--- src/rtl/draw_cmd_parser_pkg.sv ---
// Shared opcodes, parser states and payload-length helpers for the draw command parser.
package draw_cmd_pkg;

    localparam logic [7:0] OPC_RECT = 8'h52;
    localparam logic [7:0] OPC_BASE = 8'h42;

    typedef enum logic [1:0] {
        ST_OPC,
        ST_ARGS,
        ST_CLIP,
        ST_ISSUE
    } state_t;

    // x, y, w, h (16 bits each) followed by the color bytes
    function automatic int unsigned rect_len(input int unsigned bytes_per_pix);
        return 8 + bytes_per_pix;
    endfunction

    function automatic int unsigned base_len(input int unsigned axi_addr_width);
        return axi_addr_width / 8;
    endfunction

endpackage

--- src/rtl/draw_cmd_parser_if.sv ---
// Byte-stream input and drawer request port of the draw command parser.
interface draw_cmd_parser_if #(
    parameter int unsigned AXI_ADDR_WIDTH = 32,
    parameter int unsigned PIX_WIDTH      = 32
) ();
    logic [7:0]                in_data;
    logic                      in_valid;
    logic                      in_ready;
    logic [AXI_ADDR_WIDTH-1:0] req_base_addr;
    logic [15:0]               req_x;
    logic [15:0]               req_y;
    logic [15:0]               req_w;
    logic [15:0]               req_h;
    logic [PIX_WIDTH-1:0]      req_color;
    logic                      req_valid;
    logic                      req_ready;
    logic [7:0]                drop_count;

    modport master (
        input  in_data, in_valid, req_ready,
        output in_ready, req_base_addr, req_x, req_y, req_w, req_h,
               req_color, req_valid, drop_count
    );

    modport slave (
        output in_data, in_valid, req_ready,
        input  in_ready, req_base_addr, req_x, req_y, req_w, req_h,
               req_color, req_valid, drop_count
    );
endinterface

--- src/rtl/draw_cmd_parser_rect_clip.sv ---
// Combinational rectangle reject test and clipping of width/height to the framebuffer.
module rect_clip #(
    parameter int unsigned IMG_WIDTH  = 1920,
    parameter int unsigned IMG_HEIGHT = 1080
) (
    input  logic [15:0] x,
    input  logic [15:0] y,
    input  logic [15:0] w,
    input  logic [15:0] h,
    output logic        reject_c,
    output logic [15:0] w_c,
    output logic [15:0] h_c
);
    logic [16:0] room_w;
    logic [16:0] room_h;

    // 17-bit arithmetic so a full 16-bit w/h never wraps against the remaining room
    always_comb begin
        room_w   = 17'(IMG_WIDTH)  - {1'b0, x};
        room_h   = 17'(IMG_HEIGHT) - {1'b0, y};
        reject_c = ({1'b0, x} >= 17'(IMG_WIDTH)) || ({1'b0, y} >= 17'(IMG_HEIGHT)) ||
                   (w == 16'd0) || (h == 16'd0);
        w_c      = ({1'b0, w} < room_w) ? w : room_w[15:0];
        h_c      = ({1'b0, h} < room_h) ? h : room_h[15:0];
    end
endmodule

--- src/rtl/draw_cmd_parser.sv ---
// Assembles RECT/BASE commands from a byte stream, clips rectangles and issues drawer requests.
import draw_cmd_pkg::*;

module draw_cmd_parser #(
    parameter int unsigned AXI_ADDR_WIDTH = 32,
    parameter int unsigned IMG_WIDTH      = 1920,
    parameter int unsigned IMG_HEIGHT     = 1080,
    parameter int unsigned BYTES_PER_PIX  = 4,
    parameter int unsigned PIX_WIDTH      = BYTES_PER_PIX * 8
) (
    input  logic              clk,
    input  logic              rst,
    draw_cmd_parser_if.master bus
);
    localparam int unsigned RECT_LEN  = rect_len(BYTES_PER_PIX);
    localparam int unsigned BASE_LEN  = base_len(AXI_ADDR_WIDTH);
    localparam int unsigned SHIFT_LEN = (RECT_LEN > BASE_LEN) ? RECT_LEN : BASE_LEN;
    localparam int unsigned SHIFT_W   = SHIFT_LEN * 8;
    localparam int unsigned RECT_OFF  = (SHIFT_LEN - RECT_LEN) * 8;
    localparam int unsigned CNT_W     = 8;

    state_t                    state_q, state_d;
    logic [CNT_W-1:0]          cnt_q, cnt_d;
    logic                      is_rect_q, is_rect_d;
    logic [SHIFT_W-1:0]        shift_q, shift_d;
    logic                      in_ready_q, in_ready_d;
    logic                      req_valid_q, req_valid_d;
    logic [AXI_ADDR_WIDTH-1:0] base_q, base_d;
    logic [15:0]               x_q, x_d, y_q, y_d, w_q, w_d, h_q, h_d;
    logic [PIX_WIDTH-1:0]      color_q, color_d;
    logic [7:0]                drop_q, drop_d;

    logic                      accept;
    logic [15:0]               rx, ry, rw, rh;
    logic                      reject_c;
    logic [15:0]               clip_w_c, clip_h_c;

    // Bytes shift in from the top, so a complete packet ends up LSB-first at the bottom
    assign rx     = shift_q[RECT_OFF      +: 16];
    assign ry     = shift_q[RECT_OFF + 16 +: 16];
    assign rw     = shift_q[RECT_OFF + 32 +: 16];
    assign rh     = shift_q[RECT_OFF + 48 +: 16];
    assign accept = bus.in_valid && in_ready_q;

    rect_clip #(
        .IMG_WIDTH  (IMG_WIDTH),
        .IMG_HEIGHT (IMG_HEIGHT)
    ) u_clip (
        .x        (rx),
        .y        (ry),
        .w        (rw),
        .h        (rh),
        .reject_c (reject_c),
        .w_c      (clip_w_c),
        .h_c      (clip_h_c)
    );

    always_comb begin
        state_d   = state_q;
        cnt_d     = cnt_q;
        is_rect_d = is_rect_q;
        shift_d   = shift_q;
        base_d    = base_q;
        x_d       = x_q;
        y_d       = y_q;
        w_d       = w_q;
        h_d       = h_q;
        color_d   = color_q;
        drop_d    = drop_q;

        case (state_q)
            ST_OPC: begin
                if (accept) begin
                    if (bus.in_data == OPC_RECT) begin
                        state_d   = ST_ARGS;
                        cnt_d     = CNT_W'(RECT_LEN);
                        is_rect_d = 1'b1;
                    end else if (bus.in_data == OPC_BASE) begin
                        state_d   = ST_ARGS;
                        cnt_d     = CNT_W'(BASE_LEN);
                        is_rect_d = 1'b0;
                    end else if (drop_q != 8'hFF) begin
                        drop_d = drop_q + 8'd1;
                    end
                end
            end
            ST_ARGS: begin
                if (accept) begin
                    shift_d = {bus.in_data, shift_q[SHIFT_W-1:8]};
                    cnt_d   = cnt_q - CNT_W'(1);
                    if (cnt_q == CNT_W'(1)) begin
                        if (is_rect_q) begin
                            state_d = ST_CLIP;
                        end else begin
                            base_d  = shift_d[SHIFT_W-1 -: AXI_ADDR_WIDTH];
                            state_d = ST_OPC;
                        end
                    end
                end
            end
            ST_CLIP: begin
                if (reject_c) begin
                    if (drop_q != 8'hFF) begin
                        drop_d = drop_q + 8'd1;
                    end
                    state_d = ST_OPC;
                end else begin
                    x_d     = rx;
                    y_d     = ry;
                    w_d     = clip_w_c;
                    h_d     = clip_h_c;
                    color_d = shift_q[RECT_OFF + 64 +: PIX_WIDTH];
                    state_d = ST_ISSUE;
                end
            end
            ST_ISSUE: begin
                if (bus.req_ready) begin
                    state_d = ST_OPC;
                end
            end
            default: state_d = ST_OPC;
        endcase

        // Handshake flags are registered decodes of the next state
        in_ready_d  = (state_d == ST_OPC) || (state_d == ST_ARGS);
        req_valid_d = (state_d == ST_ISSUE);
    end

    always_ff @(posedge clk) begin
        if (rst) begin
            state_q     <= ST_OPC;
            cnt_q       <= '0;
            is_rect_q   <= 1'b0;
            shift_q     <= '0;
            in_ready_q  <= 1'b0;
            req_valid_q <= 1'b0;
            base_q      <= '0;
            x_q         <= '0;
            y_q         <= '0;
            w_q         <= '0;
            h_q         <= '0;
            color_q     <= '0;
            drop_q      <= '0;
        end else begin
            state_q     <= state_d;
            cnt_q       <= cnt_d;
            is_rect_q   <= is_rect_d;
            shift_q     <= shift_d;
            in_ready_q  <= in_ready_d;
            req_valid_q <= req_valid_d;
            base_q      <= base_d;
            x_q         <= x_d;
            y_q         <= y_d;
            w_q         <= w_d;
            h_q         <= h_d;
            color_q     <= color_d;
            drop_q      <= drop_d;
        end
    end

    assign bus.in_ready      = in_ready_q;
    assign bus.req_valid     = req_valid_q;
    assign bus.req_base_addr = base_q;
    assign bus.req_x         = x_q;
    assign bus.req_y         = y_q;
    assign bus.req_w         = w_q;
    assign bus.req_h         = h_q;
    assign bus.req_color     = color_q;
    assign bus.drop_count    = drop_q;
endmodule

--- src/flat_wrapper.sv ---
// flat-port wrapper written by rule: the top's interface ports become plain ports
module draw_cmd_parser_flat 
#(
    parameter int unsigned AXI_ADDR_WIDTH = 32,
    parameter int unsigned IMG_WIDTH      = 1920,
    parameter int unsigned IMG_HEIGHT     = 1080,
    parameter int unsigned BYTES_PER_PIX  = 4,
    parameter int unsigned PIX_WIDTH      = BYTES_PER_PIX * 8
)
  (clk, rst, bus_in_data, bus_in_valid, bus_req_ready, bus_in_ready, bus_req_base_addr, bus_req_x, bus_req_y, bus_req_w, bus_req_h, bus_req_color, bus_req_valid, bus_drop_count);
  draw_cmd_parser_if #(.AXI_ADDR_WIDTH(AXI_ADDR_WIDTH), .PIX_WIDTH(PIX_WIDTH)) bus_i ();
  input  logic clk;
  input  logic rst;
  input wire logic [$bits(bus_i.in_data)-1:0] bus_in_data;
  input wire logic [$bits(bus_i.in_valid)-1:0] bus_in_valid;
  input wire logic [$bits(bus_i.req_ready)-1:0] bus_req_ready;
  output wire logic [$bits(bus_i.in_ready)-1:0] bus_in_ready;
  output wire logic [$bits(bus_i.req_base_addr)-1:0] bus_req_base_addr;
  output wire logic [$bits(bus_i.req_x)-1:0] bus_req_x;
  output wire logic [$bits(bus_i.req_y)-1:0] bus_req_y;
  output wire logic [$bits(bus_i.req_w)-1:0] bus_req_w;
  output wire logic [$bits(bus_i.req_h)-1:0] bus_req_h;
  output wire logic [$bits(bus_i.req_color)-1:0] bus_req_color;
  output wire logic [$bits(bus_i.req_valid)-1:0] bus_req_valid;
  output wire logic [$bits(bus_i.drop_count)-1:0] bus_drop_count;
  assign bus_i.in_data = bus_in_data;
  assign bus_i.in_valid = bus_in_valid;
  assign bus_i.req_ready = bus_req_ready;
  assign bus_in_ready = bus_i.in_ready;
  assign bus_req_base_addr = bus_i.req_base_addr;
  assign bus_req_x = bus_i.req_x;
  assign bus_req_y = bus_i.req_y;
  assign bus_req_w = bus_i.req_w;
  assign bus_req_h = bus_i.req_h;
  assign bus_req_color = bus_i.req_color;
  assign bus_req_valid = bus_i.req_valid;
  assign bus_drop_count = bus_i.drop_count;
  draw_cmd_parser #(.AXI_ADDR_WIDTH(AXI_ADDR_WIDTH), .IMG_WIDTH(IMG_WIDTH), .IMG_HEIGHT(IMG_HEIGHT), .BYTES_PER_PIX(BYTES_PER_PIX), .PIX_WIDTH(PIX_WIDTH)) u_core (.clk(clk), .rst(rst), .bus(bus_i));
endmodule
--- config.mk ---
export PLATFORM = sky130hd
export DESIGN_NAME = draw_cmd_parser_flat
export DESIGN_NICKNAME = d
export VERILOG_FILES = /design/src/rtl/draw_cmd_parser_pkg.sv /design/src/rtl/draw_cmd_parser_if.sv /design/src/rtl/draw_cmd_parser_rect_clip.sv /design/src/rtl/draw_cmd_parser.sv /design/src/flat_wrapper.sv
export SDC_FILE = /design/constraint.sdc
export NUM_CORES = 1
export LEC_CHECK = 0
export ABC_AREA = 1
export BUFFER_PORTS_ARGS = -buffer_cell sky130_fd_sc_hd__buf_2
export CAP_MARGIN = 15
export CORE_MARGIN = 3
export CORE_UTILIZATION = 58
export CTS_BUF_LIST = sky130_fd_sc_hd__clkbuf_16
export DETAILED_ROUTE_END_ITERATION = 8
export HOLD_SLACK_MARGIN = 0.15
export PLACE_DENSITY = 0.83
export SLEW_MARGIN = 30
export SYNTH_ARGS = -nofsm -noshare
export SYNTH_HDL_FRONTEND = slang
export SYNTH_HIERARCHICAL = 1
export SYNTH_SLANG_ARGS = --single-unit
--- constraint.sdc ---
create_clock -name clk -period 3.3 [get_ports clk]
set_input_delay 0.165 -clock clk [delete_from_list [all_inputs] [get_ports clk]]
set_output_delay 0.165 -clock clk [all_outputs]
set_load 0.01 [all_outputs]
==> impl_summary.md <==
Final layout
The diode insertion count for antenna repair is 0. Cells with a size suffix above 1 make up 15.10% of the layout. The filler cells instantiated in the layout total 1520. The finished layout holds 1904 standard cells, fillers aside. Registers take 0.004905 mm2.

In the final layout, the multi-input gates occupy 0.005358 mm2. Compared with the post-synthesis result, the final layout area differs by 16.96%. The final design utilization is 70.60%.

In the final design database the tool counted 1702 nets.

Run status
The run finished with clean final reports.

Floorplan
For this design the top-level I/O count stands at 150. The effective utilization at floorplan is 60.36%. The number of placement rows is 49. The die covers 0.02084 mm2. The area of the placeable core is 0.01839 mm2.

The chip height is 144.4 um. The width of the die is 144.4 um.

Critical path
Traced cell by cell, the critical path runs through inv_1 -> ha_1 -> inv_1 -> nor2_1 -> nor2_1 -> nor2_2 -> inv_1 -> o21ai_2 -> nand2_1 -> xnor2_1 -> ha_1 -> nand2_1 -> or2_2 -> nand2_1 -> nand4_1 -> inv_1 -> nor2_1 -> nand3_4 -> nand2_1 -> nand2_1 -> nand3_1 -> a21oi_1. The worst setup path category is flip-flop to flip-flop. The cell type with the highest occurrence count on the critical path is sky130_fd_sc_hd__nand2_1. Data arrives at the worst endpoint at 3.52 ns. The highest-delay cell along the critical path is sky130_fd_sc_hd__dfxtp_1.

For the worst setup path, the data required time is 3.75 ns. The kind of capture point of the worst setup path is a flip-flop. The critical path contains buffers and inverters numbering 4 combined. On the worst path, the slowest cell contributes a delay of 0.35 ns. On the critical path the largest part of the delay comes from simple AND/OR/NAND/NOR gates. The worst setup path is launched from a flip-flop. The maximum net fanout on the critical path is 16.

Synthesis
Ranked by total cell area, the synthesized netlist is headed by sky130_fd_sc_hd__dfxtp_1 44%, sky130_fd_sc_hd__nand2_1 8.7%, sky130_fd_sc_hd__nor2_1 7.8%, sky130_fd_sc_hd__a21oi_1 7.2%, sky130_fd_sc_hd__nand3_1 6.1%. The number of flops mapped to enable cells by yosys is 0. Summed over all instances, the cell type with the most area after synthesis is sky130_fd_sc_hd__dfxtp_1. By count the netlist is led by 256 x sky130_fd_sc_hd__nand2_1, 245 x sky130_fd_sc_hd__dfxtp_1, 231 x sky130_fd_sc_hd__nor2_1. The most frequently used cell type in the post-synthesis netlist is sky130_fd_sc_hd__nand2_1. The number of warning messages in the yosys log is 6.

The post-synthesis cell type count is 39. Counting every net in the synthesized netlist gives 1580. Synthesis produced 1533 cells.

The share of synthesized registers carrying an async set or reset is 0%. The most used flip-flop cell after synthesis is sky130_fd_sc_hd__dfxtp_1. Of the synthesized area, sequential elements account for 44.18%. The synthesized flop and latch total is 245.

The average footprint of a synthesized cell is 7.242 um2. In this run the biggest area consumer among cell types represents 44.18% of the synthesized area. The synthesized cell area is 0.01110 mm2.

Drt
The final routed wire length divided by cell count is 15.63 um. The iteration count of the initial detailed-routing pass is 5. In the routed layout, each cell is associated on average with a via count of 5.673. In the routed design, unresolved DRC markers number 0. The post-detailed-route count of antenna-violating nets is 0. The first routing iteration left 871 violations. The post-detailed-routing wire length is 29750 um.

The routed layout has 10800 vias.

Pwr
VDD sags by at most 0.3607 mV. The static leakage power is 0.006145 uW. The power density relative to cell area is 457.2 mW/mm2.

Total power for the finished layout comes to 5937 uW.

Timing
The fmax is 0.3253 GHz. The clock period could shrink to 3.074 ns. The final count of hold timing violations is 0.

The final period utilization is 93.16%. The max-slew headroom at the worst pin is 38.80%. The final number of max-transition violations was 0. On the final layout, the worst clock skew is 0.02304 ns. The final number of setup-violating endpoints is 0. The slew at the pin with the worst max-slew slack is 0.9167 ns.

Global route
Across every metal layer, demand over resource in global routing totals 27.83%. The number of global-route vias before repair is 9768. The initial antenna violation count is 0.

The first-pass GRT wire length is 48330 um. The total overflow left after global routing is 0. Entering global routing, the biggest net connects 107 pins.

CTS
CTS built an H-tree with a depth of 1. The sink count of the clock tree is 245. TritonCTS built the clock tree. The clock-pin slew of the registers on the worst-case setup and hold paths is 0.06 ns. The buffer levels on the longest clock path is 3. For the worst-skew pair, the clock arrives at the later sink with an insertion delay of 0.54 ns. The library cell used as clock root buffer is sky130_fd_sc_hd__clkbuf_16. The number of CTS-inserted buffers is 26.

Min path
The worst hold path class is input pin to flip-flop.

Job
The number of max-capacitance violations reported is 0.

Place
The cell count after placement is 1846. The number of buffer cells added on primary ports is 149. The congestion estimate from routability-driven global placement came to 0.9581. The sum of net half-perimeters after detailed placement is 19510 um.
## layout make-up
class	count	share of cell area, %
Timing Repair Buffer	186	8.605
Inverter	125	3.613
Tap cell	229	2.207
Clock buffer	26	5.011
Sequential cell	245	37.77
Multi-Input combinational cell	1071	41.26
Clock inverter	22	1.532
## power by group
group / internal [uW] / switching (uW) / leakage (uW)
registers: 2960 / 3.47 / 0.00197
clock network: 1670 / 1190 / 0.000428
logic: 33.7 / 76.7 / 0.00374
## worst register-to-register path: cells and delay by family, from the launching register on
| family | cells | cell delay, ns |
|---|---|---|
| AOI/OAI and AO/OA | 2 | 0.33 |
| xor gates and xnor gates | 1 | 0.13 |
| adders and majority gates | 2 | 0.45 |
| buffers and inverters | 4 | 0.29 |
| DFF | 1 | 0.35 |
| and+or+nand+nor | 13 | 1.47 |
## flip-flops by register name, indices dropped and copies added, names as in the netlist
name / flops
u_core/bus.drop_count: 8
u_core/bus.in_ready: 1
u_core/bus.req_base_addr: 32
u_core/bus.req_color: 32
u_core/bus.req_h: 16
u_core/bus.req_valid: 1
u_core/bus.req_w: 16
u_core/bus.req_x: 16
u_core/bus.req_y: 16
u_core/cnt_q: 8
u_core/is_rect_q: 1
u_core/shift_q: 96
u_core/state_q: 2
## path summary, 6_finish.rpt
kind,from,to,slack (ns),depth (start not counted)
max reg2reg,u_core/shift_q[17],u_core/bus.req_h[6],0.23,22
max,u_core/shift_q[17],u_core/bus.req_h[6],0.23,22
min reg2reg,u_core/bus.req_base_addr[7],u_core/bus.req_base_addr[7],0.44,2
min,bus_in_valid,u_core/state_q[0],0.20,5
## routing by layer
metal	global-route usage, %	vias up	routed length [um]
met3	3.770	50	2123
met4	7.806	0	639
li1	-	5292	-
met1	39.48	5051	12970
met5	0	-	0
met2	44.75	408	14020
## stage by stage
step / hold WS [ns] / setup WS [ns] / TNS [ns] / area [um2]
finish: 0.1995 / 0.2258 / 0 / 12990
global route: 0.2235 / -0.02087 / -0.07587 / 12990
CTS: 0.1866 / 0.01236 / 0 / 12930
detailed placement: 0.4336 / 0.05804 / 0 / 11980
global placement: 0.4270 / 0.1898 / 0 / 11980
floorplan: 0.2999 / 0.3974 / 0 / 11100
## placed cells by master (no fill, tap or decap), types with 5 or more instances in the layout
master / instances
sky130_fd_sc_hd__inv_2: 5
sky130_fd_sc_hd__nand4_1: 36
sky130_fd_sc_hd__clkinv_2: 5
sky130_fd_sc_hd__a21oi_1: 160
sky130_fd_sc_hd__ha_1: 35
sky130_fd_sc_hd__dfxtp_1: 245
sky130_fd_sc_hd__nor2_2: 6
sky130_fd_sc_hd__buf_4: 22
sky130_fd_sc_hd__nand2_1: 254
sky130_fd_sc_hd__xor2_1: 11
sky130_fd_sc_hd__buf_12: 5
sky130_fd_sc_hd__nand2_2: 5
sky130_fd_sc_hd__o21ai_0: 122
sky130_fd_sc_hd__inv_1: 123
sky130_fd_sc_hd__dlygate4sd3_1: 10
sky130_fd_sc_hd__o21ai_1: 21
sky130_fd_sc_hd__nand3_1: 136
sky130_fd_sc_hd__clkinv_1: 9
sky130_fd_sc_hd__clkbuf_16: 26
sky130_fd_sc_hd__nor4_1: 9
sky130_fd_sc_hd__nor2_1: 229
sky130_fd_sc_hd__xnor2_1: 5
sky130_fd_sc_hd__nor2_4: 6
sky130_fd_sc_hd__buf_2: 148
sky130_fd_sc_hd__nand3b_1: 5
## kinds of logic after synthesis
| logic type | count (synthesis) | share of synthesized area, % |
|---|---|---|
| flip-flops | 245 | 44.18 |
| AO/OA/AOI/OAI | 311 | 14.18 |
| adder cells (fa/ha/maj) | 35 | 3.945 |
| XOR/XNOR | 18 | 1.420 |
| AND/OR/NAND/NOR | 707 | 28.19 |
| buffers and inverters | 217 | 8.092 |
## repair_timing
item	in CTS	in global routing
setup endpoints to repair	0	32
hold buffers	10	0
buffers inserted	0	0
endpoints found under the hold margin	30	0
gates resized for setup	0	11
Note: power is estimated with default switching activity, not from simulation.
